### config.mk
export PLATFORM = sky130hd
export DESIGN_NAME = scanline_buf_ctrl
export DESIGN_NICKNAME = d
export VERILOG_FILES = /design/src/rtl/scanline_buf_ctrl_pkg.sv /design/src/rtl/scanline_bank.sv /design/src/rtl/scanline_buf_ctrl.sv
export SDC_FILE = /design/constraint.sdc
export NUM_CORES = 2
export LEC_CHECK = 0
export BUFFER_PORTS_ARGS = -buffer_cell sky130_fd_sc_hd__buf_2
export CORE_MARGIN = 1.5
export CORE_UTILIZATION = 50
export DETAILED_ROUTE_END_ITERATION = 16
export PLACE_DENSITY = 0.65
export SYNTH_ARGS = -nofsm -noshare
export SYNTH_HDL_FRONTEND = slang
export SYNTH_SLANG_ARGS = --single-unit
### constraint.sdc
create_clock -name clk -period 3.49 [get_ports clk]
set_input_delay 0.349 -clock clk [delete_from_list [all_inputs] [get_ports clk]]
set_output_delay 0.349 -clock clk [all_outputs]
set_load 0.02 [all_outputs]
### src/rtl/scanline_buf_ctrl_pkg.sv
// Shared PPU scanline-buffer definitions: write-side state encoding, the black
// palette index shown before the first line lands, and the default line width.
package scanline_buf_ctrl_pkg;

  typedef enum logic [0:0] {
    SLB_FILL = 1'b0,
    SLB_FULL = 1'b1
  } slb_state_t;

  localparam logic [5:0] SLB_BLACK  = 6'h0F;
  localparam int         SLB_LINE_W = 256;

endpackage

### src/rtl/scanline_bank.sv
// One LINE_W x 6 scanline bank: synchronous write, asynchronous (combinational) read.
// Contents are deliberately not reset.
module scanline_bank
  import scanline_buf_ctrl_pkg::*;
#(
  parameter int LINE_W = SLB_LINE_W,
  parameter int AW     = $clog2(LINE_W)
) (
  input  logic          clk,
  input  logic          i_we,
  input  logic [AW-1:0] i_waddr,
  input  logic [5:0]    i_wdata,
  input  logic [AW-1:0] i_raddr,
  output logic [5:0]    o_rdata
);

  logic [5:0] r_mem [LINE_W];

  // Pixel storage write port
  always_ff @(posedge clk) begin
    if (i_we) begin
      r_mem[i_waddr] <= i_wdata;
    end else begin
      r_mem[i_waddr] <= r_mem[i_waddr];
    end
  end

  assign o_rdata = r_mem[i_raddr];

endmodule

### src/rtl/scanline_buf_ctrl.sv
// Ping-pong scanline buffer controller between the PPU pixel pipeline and the VGA scanner.
// Define SLBUF_STATS_EN to add the underrun counter, sticky overrun flag and stat_clr.
module scanline_buf_ctrl
  import scanline_buf_ctrl_pkg::*;
#(
  parameter int LINE_W = SLB_LINE_W
) (
  input  logic       clk,
  input  logic       rst_n,
  input  logic       i_clk_en,
  input  logic       i_ppu_wr_en,
  input  logic [7:0] i_ppu_wr_idx,
  input  logic [5:0] i_ppu_wr_data,
  input  logic       i_ppu_line_done,
  output logic       o_ppu_wr_ready,
  input  logic       i_vga_swap_req,
  input  logic [7:0] i_vga_buf_idx,
  output logic [5:0] o_vga_buf_out
`ifdef SLBUF_STATS_EN
  ,
  output logic [7:0] o_underrun_cnt,
  output logic       o_overrun,
  input  logic       i_stat_clr
`endif
);

  localparam int AW = $clog2(LINE_W);

  slb_state_t    r_state;
  slb_state_t    w_state_nxt;
  logic          r_rd_sel;
  logic          w_rd_sel_nxt;
  logic          r_primed;
  logic          w_primed_nxt;
  logic          w_wr_ok;
  logic          w_underrun;
  logic          w_overrun;
  logic          w_we0;
  logic          w_we1;
  logic [AW-1:0] w_wr_addr;
  logic [AW-1:0] w_rd_addr;
  logic [5:0]    w_rdata0;
  logic [5:0]    w_rdata1;
  logic          w_unused_idx;

  // Short lines use only the low index bits, so writes wrap
  assign w_wr_addr    = i_ppu_wr_idx[AW-1:0];
  assign w_rd_addr    = i_vga_buf_idx[AW-1:0];
  assign w_unused_idx = ^{i_ppu_wr_idx, i_vga_buf_idx};

  // Write-side FSM next state, swap decision and event flags
  always_comb begin
    w_state_nxt  = r_state;
    w_rd_sel_nxt = r_rd_sel;
    w_primed_nxt = r_primed;
    w_wr_ok      = 1'b0;
    w_underrun   = 1'b0;
    w_overrun    = 1'b0;
    case (r_state)
      SLB_FILL: begin
        w_wr_ok = i_ppu_wr_en;
        if (i_ppu_line_done) begin
          if (i_vga_swap_req) begin
            // Commit and swap in one cycle: keep filling the freshly freed bank
            w_rd_sel_nxt = ~r_rd_sel;
            w_primed_nxt = 1'b1;
            w_state_nxt  = SLB_FILL;
          end else begin
            w_state_nxt  = SLB_FULL;
          end
        end else if (i_vga_swap_req) begin
          w_underrun = 1'b1;
        end else begin
          w_underrun = 1'b0;
        end
      end
      SLB_FULL: begin
        if (i_ppu_wr_en || i_ppu_line_done) begin
          w_overrun = 1'b1;
        end else begin
          w_overrun = 1'b0;
        end
        if (i_vga_swap_req) begin
          w_rd_sel_nxt = ~r_rd_sel;
          w_primed_nxt = 1'b1;
          w_state_nxt  = SLB_FILL;
        end else begin
          w_state_nxt  = SLB_FULL;
        end
      end
      default: begin
        w_state_nxt = SLB_FILL;
      end
    endcase
  end

  // Write bank is always the one not being read, sampled before any swap
  assign w_we0 = i_clk_en & w_wr_ok &  r_rd_sel;
  assign w_we1 = i_clk_en & w_wr_ok & ~r_rd_sel;

  // Controller state registers
  always_ff @(posedge clk or negedge rst_n) begin
    if (!rst_n) begin
      r_state  <= SLB_FILL;
      r_rd_sel <= 1'b1;
      r_primed <= 1'b0;
    end else if (i_clk_en) begin
      r_state  <= w_state_nxt;
      r_rd_sel <= w_rd_sel_nxt;
      r_primed <= w_primed_nxt;
    end else begin
      r_state  <= r_state;
      r_rd_sel <= r_rd_sel;
      r_primed <= r_primed;
    end
  end

  assign o_ppu_wr_ready = (r_state == SLB_FILL);

  scanline_bank #(.LINE_W(LINE_W), .AW(AW)) u_bank0 (
    .clk     (clk),
    .i_we    (w_we0),
    .i_waddr (w_wr_addr),
    .i_wdata (i_ppu_wr_data),
    .i_raddr (w_rd_addr),
    .o_rdata (w_rdata0)
  );

  scanline_bank #(.LINE_W(LINE_W), .AW(AW)) u_bank1 (
    .clk     (clk),
    .i_we    (w_we1),
    .i_waddr (w_wr_addr),
    .i_wdata (i_ppu_wr_data),
    .i_raddr (w_rd_addr),
    .o_rdata (w_rdata1)
  );

  assign o_vga_buf_out = r_primed ? (r_rd_sel ? w_rdata1 : w_rdata0) : SLB_BLACK;

`ifdef SLBUF_STATS_EN
  logic [7:0] r_underrun_cnt;
  logic       r_overrun;

  // Statistics; clear wins over a same-cycle increment or set
  always_ff @(posedge clk or negedge rst_n) begin
    if (!rst_n) begin
      r_underrun_cnt <= 8'd0;
      r_overrun      <= 1'b0;
    end else if (i_clk_en) begin
      if (i_stat_clr) begin
        r_underrun_cnt <= 8'd0;
        r_overrun      <= 1'b0;
      end else begin
        if (w_underrun && (r_underrun_cnt != 8'hFF)) begin
          r_underrun_cnt <= r_underrun_cnt + 8'd1;
        end else begin
          r_underrun_cnt <= r_underrun_cnt;
        end
        r_overrun <= r_overrun | w_overrun;
      end
    end else begin
      r_underrun_cnt <= r_underrun_cnt;
      r_overrun      <= r_overrun;
    end
  end

  assign o_underrun_cnt = r_underrun_cnt;
  assign o_overrun      = r_overrun;
`else
  logic w_unused_stats;
  assign w_unused_stats = w_underrun | w_overrun;
`endif

endmodule

==> flow_metrics.py <==
metrics = {
    "finish": {
        "layout.area.seq_um2": 92300,
        "drive_gt1_share_pct": 31.7,
        "layout.cells.non_filler": 10168,
        "fillCellCount": 16883,
        "multi_input_area_um2": 26300,
        "layout.nets": 6802,
        "syn2layout_area_growth_pct": 17.6,
    },
    "place": {
        "place_congestion": 0.940,
        "place_hpwl_mm": 222,
        "place_inst": 9616,
        "numPortBuffers": 34,
        "pre_cts_slack_ns": -1.01,
    },
    "grt": {
        "grt_antenna_before_repair": 19,
        "grt_pass1_wl_mm": 478,
        "number_of_global_route_vias_before_repair": 63660,
        "grt_max_degree": 148,
        "global_route.overflow_total": 0,
        "total_global_route_track_usage_pct": 27.8,
    },
    "clocking": {
        "cts_made_buffers": 318,
        "cts_max_level": 5,
        "cts-root-to-sink-buffers": 4,
        "post-cts-setup-buffer-count": 0,
        "cts_tree": "yes",
        "numClockSinks": 3075,
        "root_buffer_cell": "clkbuf_16",
        "clock_insertion_delay_worst_skew_ns": 0.94,
        "clk_transition_reported_paths_ns": 0.06,
    },
    "die": {
        "die_extent_in_y_um": 493,
        "design.die.area_um2": 243000,
        "placeableCoreArea_um2": 239000,
        "ios": 35,
        "core.rowCount": 179,
        "die_w_um": 493,
        "floorplan.initialDensity_pct": 50.4,
    },
    "timing": {
        "number_of_hold_violations_in_the_final_report": 0,
        "maxSlewViolCount": 0,
        "fin_crit_ns": 3.99,
        "report.final.setup_viol": 6,
        "post_route_clock_period_utilization_pct": 114,
        "grt_setup_unrepaired": "true",
        "tightest_slew_ns": 1.22,
        "relative_slew_slack_pct": 19.0,
        "max_clock_freq_mhz": 251,
        "worst_clock_skew_ns": 0.0628,
        "hold_slack_ns": 0.268,
        "final.setup.worst_slack_ns": -0.496,
        "setup_tns_ns": -2.13,
    },
    "critical_path": {
        "regToRegSetupSlack_ns": 0.59,
        "worst_r2r_startpoint": "r_rd_sel$_DFFE_PN1P_",
        "rr_endpoint": "u_bank0.r_mem[231][4]$_DFFE_PP_",
        "path_depth_of_the_worst_reg2reg_path": 7,
        "timing.critical_path.required_ns": 3.14,
        "cp_max_fo": 1,
        "crit_type": "flip-flop to output pin",
        "critical_path_arrival_ns": 3.64,
        "worst_setup_path_end_kind": "output pin",
        "worst_setup_path_start_kind": "flip-flop",
    },
    "outcome": {
        "run_status": "finished, violations left",
        "failing_checks": "negative setup slack",
    },
    "power_and_ir_drop": {
        "post_layout_total_power_mw": 77.8,
        "leak_pwr_nw": 45.9,
        "pwr_density_cell_nw_per_um2": 550,
        "ir_worst_vdd_uv": 396,
    },
    "synth": {
        "yosysTopAreaCellShare_pct": 76.7,
        "synthesis.area_um2": 120000,
        "synth.area.top_cells": "edfxtp_1, mux4_2, mux2i_1",
        "post_synth_most_frequent_cells": "edfxtp_1, mux4_2, nor2_1",
        "synth_largest_area_cell": "edfxtp_1",
        "sequential_element_share_of_the_synthesized_area_pct": 76.8,
        "yosys_warnings": 0,
        "synth.most_common_cell": "edfxtp_1",
        "synth_edf_count": 3072,
        "yosys.cell_types.count": 72,
        "yosys_register_bits": 3075,
        "synth_top_flop_cell": "edfxtp_1",
        "mappedNetlistNets": 5839,
        "postSynth.asyncResetShare_pct": 0.0976,
        "mean_post_synth_cell_area_um2": 20.7,
        "synth_cells": 5811,
    },
    "detailed_routing": {
        "drt-met1-wl_mm": 133,
        "detail_route.vias_per_cell": 6.40,
        "drc": 0,
        "route.met2.wl_mm": 155,
        "overall_via_count_from_detail_route": 65074,
        "route.detailed.wl_per_inst_um": 33.4,
        "finalWirelength_mm": 340,
        "wl_met3_mm": 38.3,
        "antenna_violating_nets_post_route": 0,
        "firstDrtPassIters": 6,
        "first_iter_violations": 9940,
        "highest-signal-layer": "met5",
    },
    "min_path": {
        "holdCritPathClass": "primary input to flip-flop",
        "min_delay_worst_endpoint": "u_bank0.r_mem[46][5]$_DFFE_PP_",
        "worstHoldPathCells": 4,
        "timing.hold.worst.start": "i_ppu_wr_idx[3]",
    },
    "run": {
        "maxCapViolations": 0,
    },
}
## cell usage in the layout (no fill, tap or decap), types with 74 or more instances in the layout
cell type and count:
mux4_2 680, nor2_1 559, clkbuf_16 324, mux2i_1 284
edfxtp_1 3072, clkinv_1 80, o22ai_1 74, buf_4 830
buf_12 121, nand2_1 128
## per-layer routing
| metal | track usage (%) | up-vias |
|---|---|---|
| met3 | 6.17 | 660 |
| met2 | 41.7 | 4163 |
| met5 | 0 | - |
| met4 | 10.5 | 6 |
| met1 | 40.2 | 34170 |
| li1 | - | 26075 |
## state kept, by name, summed over array words and instances, names as in the netlist
signal,cells
r_primed,1
u_bank1.r_mem,1536
u_bank0.r_mem,1536
r_state,1
r_rd_sel,1
## layout make-up
type                       instances  share of cell area [%]
antenna                            7                  0.0124
sequential                      3075                    65.3
clock buffer                     373                    5.83
multi-input combinational       2363                    18.6
timing repair buffer            1008                    6.54
inverter                           8                  0.0274
clock inverter                   167                   0.925
tap                             3167                    2.80
## power by group
part           switching, mW  leakage [nW]  internal (mW)  total, mW
Combinational           3.24          13.6           2.02       5.26
Sequential            0.0208          27.6           40.6       40.7
Clock                   13.6          4.65           18.3       31.9
## per-stage QoR
step	area, µm²	utilization [%]
6_report	141000	59.3
5_1_grt	141000	59.3
4_1_cts	141000	59.2
3_5_place_dp	131000	55.0
3_3_place_gp	131000	55.0
2_1_floorplan	120000	-
## worst max-delay path by stage
stage / end / cells after the start / from
3_3_place_gp: o_vga_buf_out[3] / 12 / i_vga_buf_idx[2]
6_report: o_vga_buf_out[0] / 9 / u_bank0.r_mem[182][0]$_DFFE_PP_
5_1_grt: o_vga_buf_out[0] / 9 / u_bank0.r_mem[47][0]$_DFFE_PP_
4_1_cts: o_vga_buf_out[0] / 9 / u_bank0.r_mem[44][0]$_DFFE_PP_
3_5_place_dp: o_vga_buf_out[0] / 14 / i_vga_buf_idx[0]
2_1_floorplan: o_vga_buf_out[3] / 13 / i_vga_buf_idx[0]
## worst max-delay path, cell delays in order, from the launching register on
cell      delay, ns
edfxtp_1       0.38
mux4_2         0.50
mux4_2         0.56
o22ai_2        0.19
buf_4          0.16
nor4_1         0.06
nor2_2         0.32
buf_6          0.16
o311ai_4       0.16
buf_6          0.19
## kinds of logic (layout without fill, tap and decap cells)
| kind of cell | after synthesis | after routing | share of synthesized area, % |
|---|---|---|---|
| flops | 3075 | 3075 | 76.8 |
| buf+inv | 373 | 1556 | 1.89 |
| mux | 991 | 991 | 15.4 |
| other cells | 0 | 7 | 0 |
| compound gates | 484 | 484 | 2.88 |
| simple gates | 887 | 887 | 3.10 |
| xor+xnor | 1 | 1 | 0.00728 |
## timing repair
item	4_1_cts	5_1_grt
resized for setup	96	43
hold endpoints to repair	260	0
pin swaps	19	20
hold buffers	12	0
endpoints found under the setup margin	6	6
cloned	0	2
Power figures use the tool's default switching activity.
